**src/rtl/multiwave_generator_pkg.sv**
```systemverilog
// Shared waveform-mode encoding for the multiwave oscillator and its users.
package multiwave_pkg;

  typedef logic [1:0] mode_t;

  localparam mode_t MODE_SAW = 2'd0;
  localparam mode_t MODE_TRI = 2'd1;
  localparam mode_t MODE_SQR = 2'd2;
  localparam mode_t MODE_OFF = 2'd3;

endpackage

```
**src/rtl/multiwave_generator_if.sv**
```systemverilog
// Control/sample bundle between the oscillator (slave) and its controller (master).
interface multiwave_generator_if #(
  parameter int WIDTH  = 16,
  parameter int RATE_W = 8
);
  import multiwave_pkg::*;

  mode_t             mode;
  logic [RATE_W-1:0] rate;
  logic              sync;
  logic [WIDTH-1:0]  pcm;
  logic              pdm_out;
  logic              wrap;
  mode_t             mode_active;

  modport master (
    output mode, rate, sync,
    input  pcm, pdm_out, wrap, mode_active
  );

  modport slave (
    input  mode, rate, sync,
    output pcm, pdm_out, wrap, mode_active
  );

endinterface

```
**src/rtl/multiwave_generator_pdm_modulator.sv**
```systemverilog
// First-order PDM: pcm accumulated each clock, carry out is the output bit.
// One clock from pcm to pdm_out; no flow control, consumes a sample every clock.
module pdm_modulator #(
  parameter int WIDTH = 16
) (
  input  logic             clk,
  input  logic             reset,
  input  logic [WIDTH-1:0] pcm,
  output logic             pdm_out
);

  logic [WIDTH-1:0] acc_q, acc_d;
  logic             pdm_q, pdm_d;
  logic [WIDTH:0]   acc_sum;

  assign acc_sum = {1'b0, acc_q} + {1'b0, pcm};

  always_comb begin
    acc_d = acc_sum[WIDTH-1:0];
    pdm_d = acc_sum[WIDTH];
  end

  always_ff @(posedge clk) begin
    if (reset) begin
      acc_q <= '0;
      pdm_q <= 1'b0;
    end else begin
      acc_q <= acc_d;
      pdm_q <= pdm_d;
    end
  end

  assign pdm_out = pdm_q;

endmodule

```
**src/rtl/multiwave_generator.sv**
```systemverilog
// Phase-accumulator saw/triangle/square/off oscillator with wrap-aligned mode switching and PDM output.
// Latency: 1 clk to phase/wrap/mode_active, 2 to pcm, 3 to pdm_out; no backpressure, free-running.
module multiwave_generator
  import multiwave_pkg::*;
#(
  parameter int WIDTH  = 16,
  parameter int RATE_W = 8
) (
  input  logic                 clk,
  input  logic                 reset,
  multiwave_generator_if.slave bus
);

  logic [WIDTH-1:0] phase_q, phase_d;
  logic             wrap_q, wrap_d;
  mode_t            mode_active_q, mode_active_d;
  logic [WIDTH-1:0] pcm_q, pcm_d;
  logic [WIDTH:0]   phase_sum;
  logic             carry;
  logic [WIDTH-1:0] tri_w;
  logic             pdm_w;

  assign phase_sum = {1'b0, phase_q} + {{(WIDTH + 1 - RATE_W){1'b0}}, bus.rate};
  assign carry     = phase_sum[WIDTH];

  // A new mode is only taken at a waveform boundary (wrap or sync), or
  // immediately when silent, so the output never jumps mid-cycle.
  always_comb begin
    phase_d       = phase_sum[WIDTH-1:0];
    wrap_d        = carry;
    mode_active_d = mode_active_q;
    if (bus.sync) begin
      phase_d = '0;
      wrap_d  = 1'b0;
    end
    if (carry || bus.sync || (mode_active_q == MODE_OFF)) begin
      mode_active_d = bus.mode;
    end
  end

  assign tri_w = {phase_q[WIDTH-2:0], 1'b0};

  always_comb begin
    pcm_d = {1'b1, {(WIDTH-1){1'b0}}};
    case (mode_active_q)
      MODE_SAW: pcm_d = phase_q;
      MODE_TRI: pcm_d = phase_q[WIDTH-1] ? ~tri_w : tri_w;
      MODE_SQR: pcm_d = {WIDTH{phase_q[WIDTH-1]}};
      default:  pcm_d = {1'b1, {(WIDTH-1){1'b0}}};
    endcase
  end

  always_ff @(posedge clk) begin
    if (reset) begin
      phase_q       <= '0;
      wrap_q        <= 1'b0;
      mode_active_q <= MODE_OFF;
      pcm_q         <= '0;
    end else begin
      phase_q       <= phase_d;
      wrap_q        <= wrap_d;
      mode_active_q <= mode_active_d;
      pcm_q         <= pcm_d;
    end
  end

  pdm_modulator #(
    .WIDTH (WIDTH)
  ) u_pdm (
    .clk     (clk),
    .reset   (reset),
    .pcm     (pcm_q),
    .pdm_out (pdm_w)
  );

  assign bus.pcm         = pcm_q;
  assign bus.wrap        = wrap_q;
  assign bus.mode_active = mode_active_q;
  assign bus.pdm_out     = pdm_w;

endmodule

```
**src/flat_wrapper.sv**
```systemverilog
// flat-port wrapper written by rule: the top's interface ports become plain ports
module multiwave_generator_flat import multiwave_pkg::*;
#(
  parameter int WIDTH  = 16,
  parameter int RATE_W = 8
)
  (clk, reset, bus_mode, bus_rate, bus_sync, bus_pcm, bus_pdm_out, bus_wrap, bus_mode_active);
  multiwave_generator_if #(.WIDTH(WIDTH), .RATE_W(RATE_W)) bus_i ();
  input  logic clk;
  input  logic reset;
  input wire logic [$bits(bus_i.mode)-1:0] bus_mode;
  input wire logic [$bits(bus_i.rate)-1:0] bus_rate;
  input wire logic [$bits(bus_i.sync)-1:0] bus_sync;
  output wire logic [$bits(bus_i.pcm)-1:0] bus_pcm;
  output wire logic [$bits(bus_i.pdm_out)-1:0] bus_pdm_out;
  output wire logic [$bits(bus_i.wrap)-1:0] bus_wrap;
  output wire logic [$bits(bus_i.mode_active)-1:0] bus_mode_active;
  assign bus_i.mode = bus_mode;
  assign bus_i.rate = bus_rate;
  assign bus_i.sync = bus_sync;
  assign bus_pcm = bus_i.pcm;
  assign bus_pdm_out = bus_i.pdm_out;
  assign bus_wrap = bus_i.wrap;
  assign bus_mode_active = bus_i.mode_active;
  multiwave_generator #(.WIDTH(WIDTH), .RATE_W(RATE_W)) u_core (.clk(clk), .reset(reset), .bus(bus_i));
endmodule
```
**config.mk**
```make
export PLATFORM = sky130hd
export DESIGN_NAME = multiwave_generator_flat
export DESIGN_NICKNAME = d
export VERILOG_FILES = /design/src/rtl/multiwave_generator_pkg.sv /design/src/rtl/multiwave_generator_if.sv /design/src/rtl/multiwave_generator_pdm_modulator.sv /design/src/rtl/multiwave_generator.sv /design/src/flat_wrapper.sv
export SDC_FILE = /design/constraint.sdc
export NUM_CORES = 1
export LEC_CHECK = 0
export CORE_MARGIN = 4
export CORE_UTILIZATION = 39
export CTS_CLUSTER_SIZE = 12
export DETAILED_ROUTE_END_ITERATION = 8
export GPL_TIMING_DRIVEN = 1
export PLACE_DENSITY = 0.59
export SLEW_MARGIN = 25
export SYNTH_ARGS = -nofsm -noshare
export SYNTH_HDL_FRONTEND = slang
export SYNTH_SLANG_ARGS = --single-unit
```
**constraint.sdc**
```tcl
create_clock -name clk -period 3.9 [get_ports clk]
set_input_delay 0.39 -clock clk [delete_from_list [all_inputs] [get_ports clk]]
set_output_delay 0.39 -clock clk [all_outputs]
set_load 0.01 [all_outputs]
```
==> out/results.txt <==
Final Max Tran Viols -> 0
Synth top area share -> 0.350
Die Height -> 95.4 um
Setup crit end kind -> register
Worst Path Required -> 4110 ps
RePlAce Congestion -> 0.808
root buffer cell -> clkbuf_8
H-Tree Depth -> 2
ANT cells -> 0
mapped cell area -> 0.00298 mm^2
number of synthesized flops with an enable pin -> 0
Synthesis Warnings -> 0
Worst Path Arrival -> 2560 ps
reg2reg path depth -> 7
most frequent cells in the layout -> dfxtp_1 (52), a21oi_1 (40), clkdlybuf4s50_1 (32)
FMAX -> 425 MHz
RR Startpoint -> u_core.bus.pcm[0]
Period minus WS final -> 2350 ps
Mapped Avg Cell Area -> 8.89 um^2
syn nets -> 375
final setup fails -> 0
core footprint -> 0.00733 mm^2
synthesis-stage register bit count -> 52
FF-to-FF setup slack -> 1570 ps
chip width -> 95.4 um
total power -> 1.10 mW
Syn Inst Count -> 335
worst min-delay path class -> register to register
clock insertion delay at the later pin of the skew report -> 310 ps
initial antenna violation count -> 0
CP Depth -> 8
fin util -> 0.474
critical path type -> primary input to register
# nets final -> 401
final WL -> 6070 um
Setup crit start -> bus_rate[0]
total setup buffers inserted after CTS -> 0
status -> completed
Area contributors post-synth -> dfxtp_1 (35%), ha_1 (11%), a21oi_1 (6.7%), xnor2_1 (5.6%), o211ai_1 (4.3%)
via count -> 2408
most common cell after layout, fill and taps aside -> dfxtp_1
Layout area overhead -> 16.7%
post-synthesis sequential area ratio -> 0.350
Post-synth ARST share -> 0
CP top delay family -> compound AO/OA/AOI/OAI gates
TritonCTS clock tree -> built
HPWL after DPL -> 4580 um
maximum vdd drop -> 151 uV
CP Max Fanout -> 6
layout cells sized above 1 -> 0.0635
RSZ-0062 raised after global routing -> false
Max stage delay on crit path -> 420 ps
vias per cell -> 5.22
largest net degree at the start of global routing -> 29
Leak -> 1.42 nW
die area -> 0.00909 mm^2
Tcrit/Tclk final -> 0.604
Sink Count -> 52
Critical Path, Cell by Cell -> clkdlybuf4s50_1, ha_1, fa_1, a211oi_1, o21ai_2, a41oi_1, nand2_1, a2bb2oi_1
Yosys top cell by area -> dfxtp_1
DRC viols -> 0
CTS resizes -> 0
first-pass GRT wire length -> 10400 um
worst setup path end -> u_core.bus.mode_active[1]
WL per Instance -> 13.2 um
TritonCTS buffer count -> 5
relative max-transition margin -> 0.371
GRT Util Overall -> 0.144
CTS clock-pin slew for the worst setup and hold paths -> 100 ps
number of global-route vias before repair -> 2229
Max Root-Sink Buffers -> 2
initial core utilization -> 0.406
Port Buffers -> 32
PD cells -> 318 mW/mm^2
Clock Skews -> 8.93 ps
setup TNS -> 0 ps
Cell variety after synth -> 53
hold_buf cts -> 0
CP Launch Type -> primary input
grt ovf -> 0
DR pass1 iterations -> 4
Worst Hold Slack -> 522 ps
prevailing post-synth register cell -> dfxtp_1
DRT antenna net count -> 0
# IOs -> 33
R2R Path End -> u_core.u_pdm.acc_q[12]
CP max stage cell -> clkdlybuf4s50_1
critical path buffer and inverter count -> 1
DR iter-0 viols -> 83
final-report hold violation count -> 0
row count -> 31
number of max-cap violations -> 0
Worst Tran Pin Value -> 942 ps
worst min path at each step:
stage                        end  cells past startpoint              start
2_1_floorplan  u_core.phase_q[9]                      2  u_core.phase_q[9]
3_3_place_gp   u_core.phase_q[9]                      2  u_core.phase_q[9]
3_5_place_dp   u_core.phase_q[9]                      2  u_core.phase_q[9]
4_1_cts        u_core.phase_q[9]                      2  u_core.phase_q[9]
5_1_grt        u_core.phase_q[9]                      2  u_core.phase_q[9]
6_report       u_core.phase_q[9]                      2  u_core.phase_q[9]
cells in the mapped netlist, types with 2 or more instances:
cell       number
a211oi_1        5
a31oi_1         2
and2_1          6
xnor2_1        19
mux2i_1         3
inv_1           6
dfxtp_1        52
xor2_1         11
o21ai_0         7
mux2_1          2
nand2_1        25
ha_1           25
nor3b_1         2
clkbuf_1       12
or4_1           3
fa_1            2
nand3_1         5
nor3_1          7
buf_2           2
nor2_1         31
o211ai_1       17
or2_2           2
a21boi_0        2
and3_1          3
a2bb2oi_1       2
nand4_1         3
a21o_1          7
nor2b_1         4
o31ai_1         3
or3_1           2
o21bai_1        2
a21oi_1        40
cell type report:
class                      instances  area, um^2
clock inverter                     2        15.0
tap                               99         124
sequential                        52        1040
fill                             704        3860
inverter                           6        22.5
multi-input combinational        262        1850
timing repair buffer              34         335
clock buffer                       6        82.6
worst reg2reg max path, stage by stage, from the launching register on:
cell and delay (ps):
dfxtp_1 340, ha_1 240, fa_1 410, a21o_1 220, a311o_2 410, a211o_1 340
a21oi_1 180, nor3_2 60
cell families (layout without fill, tap and decap cells):
family | count (synthesis) | in the layout | synth area share
xor gates and xnor gates | 30 | 30 | 0.0883
adders and majority gates | 27 | 27 | 0.119
DFF | 52 | 52 | 0.350
and+or+nand+nor | 98 | 98 | 0.160
buffers and inverters | 21 | 48 | 0.0273
AOI/OAI and AO/OA | 102 | 102 | 0.238
muxes | 5 | 5 | 0.0177
power breakdown:
group          internal [mW]  switching, mW  leakage, nW
Sequential             0.555         0.0200        0.423
Combinational         0.0915          0.108        0.954
Clock                  0.144          0.185       0.0434
state kept, by name, indices dropped and copies added, names as in the netlist:
signal and count:
u_core.u_pdm.acc_q 16, u_core.bus.wrap 1, u_core.bus.mode_active 2, u_core.u_pdm.pdm_out 1, u_core.bus.pcm 16, u_core.phase_q 16
per-layer routing:
layer  vias up  GRT usage  part of all wire
met4         0     0.0397             0.011
met1      1090      0.193              0.49
met2        48      0.237              0.45
met5         -          0                 0
met3         5     0.0284             0.052
li1       1265          -                 -
through the flow:
stage	cells	instance area, um^2	setup WS, ps
5_1_grt	461	3470	1380
3_3_place_gp	453	3380	1270
2_1_floorplan	335	2980	1700
4_1_cts	461	3470	1550
3_5_place_dp	453	3380	1220
6_report	461	3470	1550
Note: power is estimated with default switching activity, not from simulation.
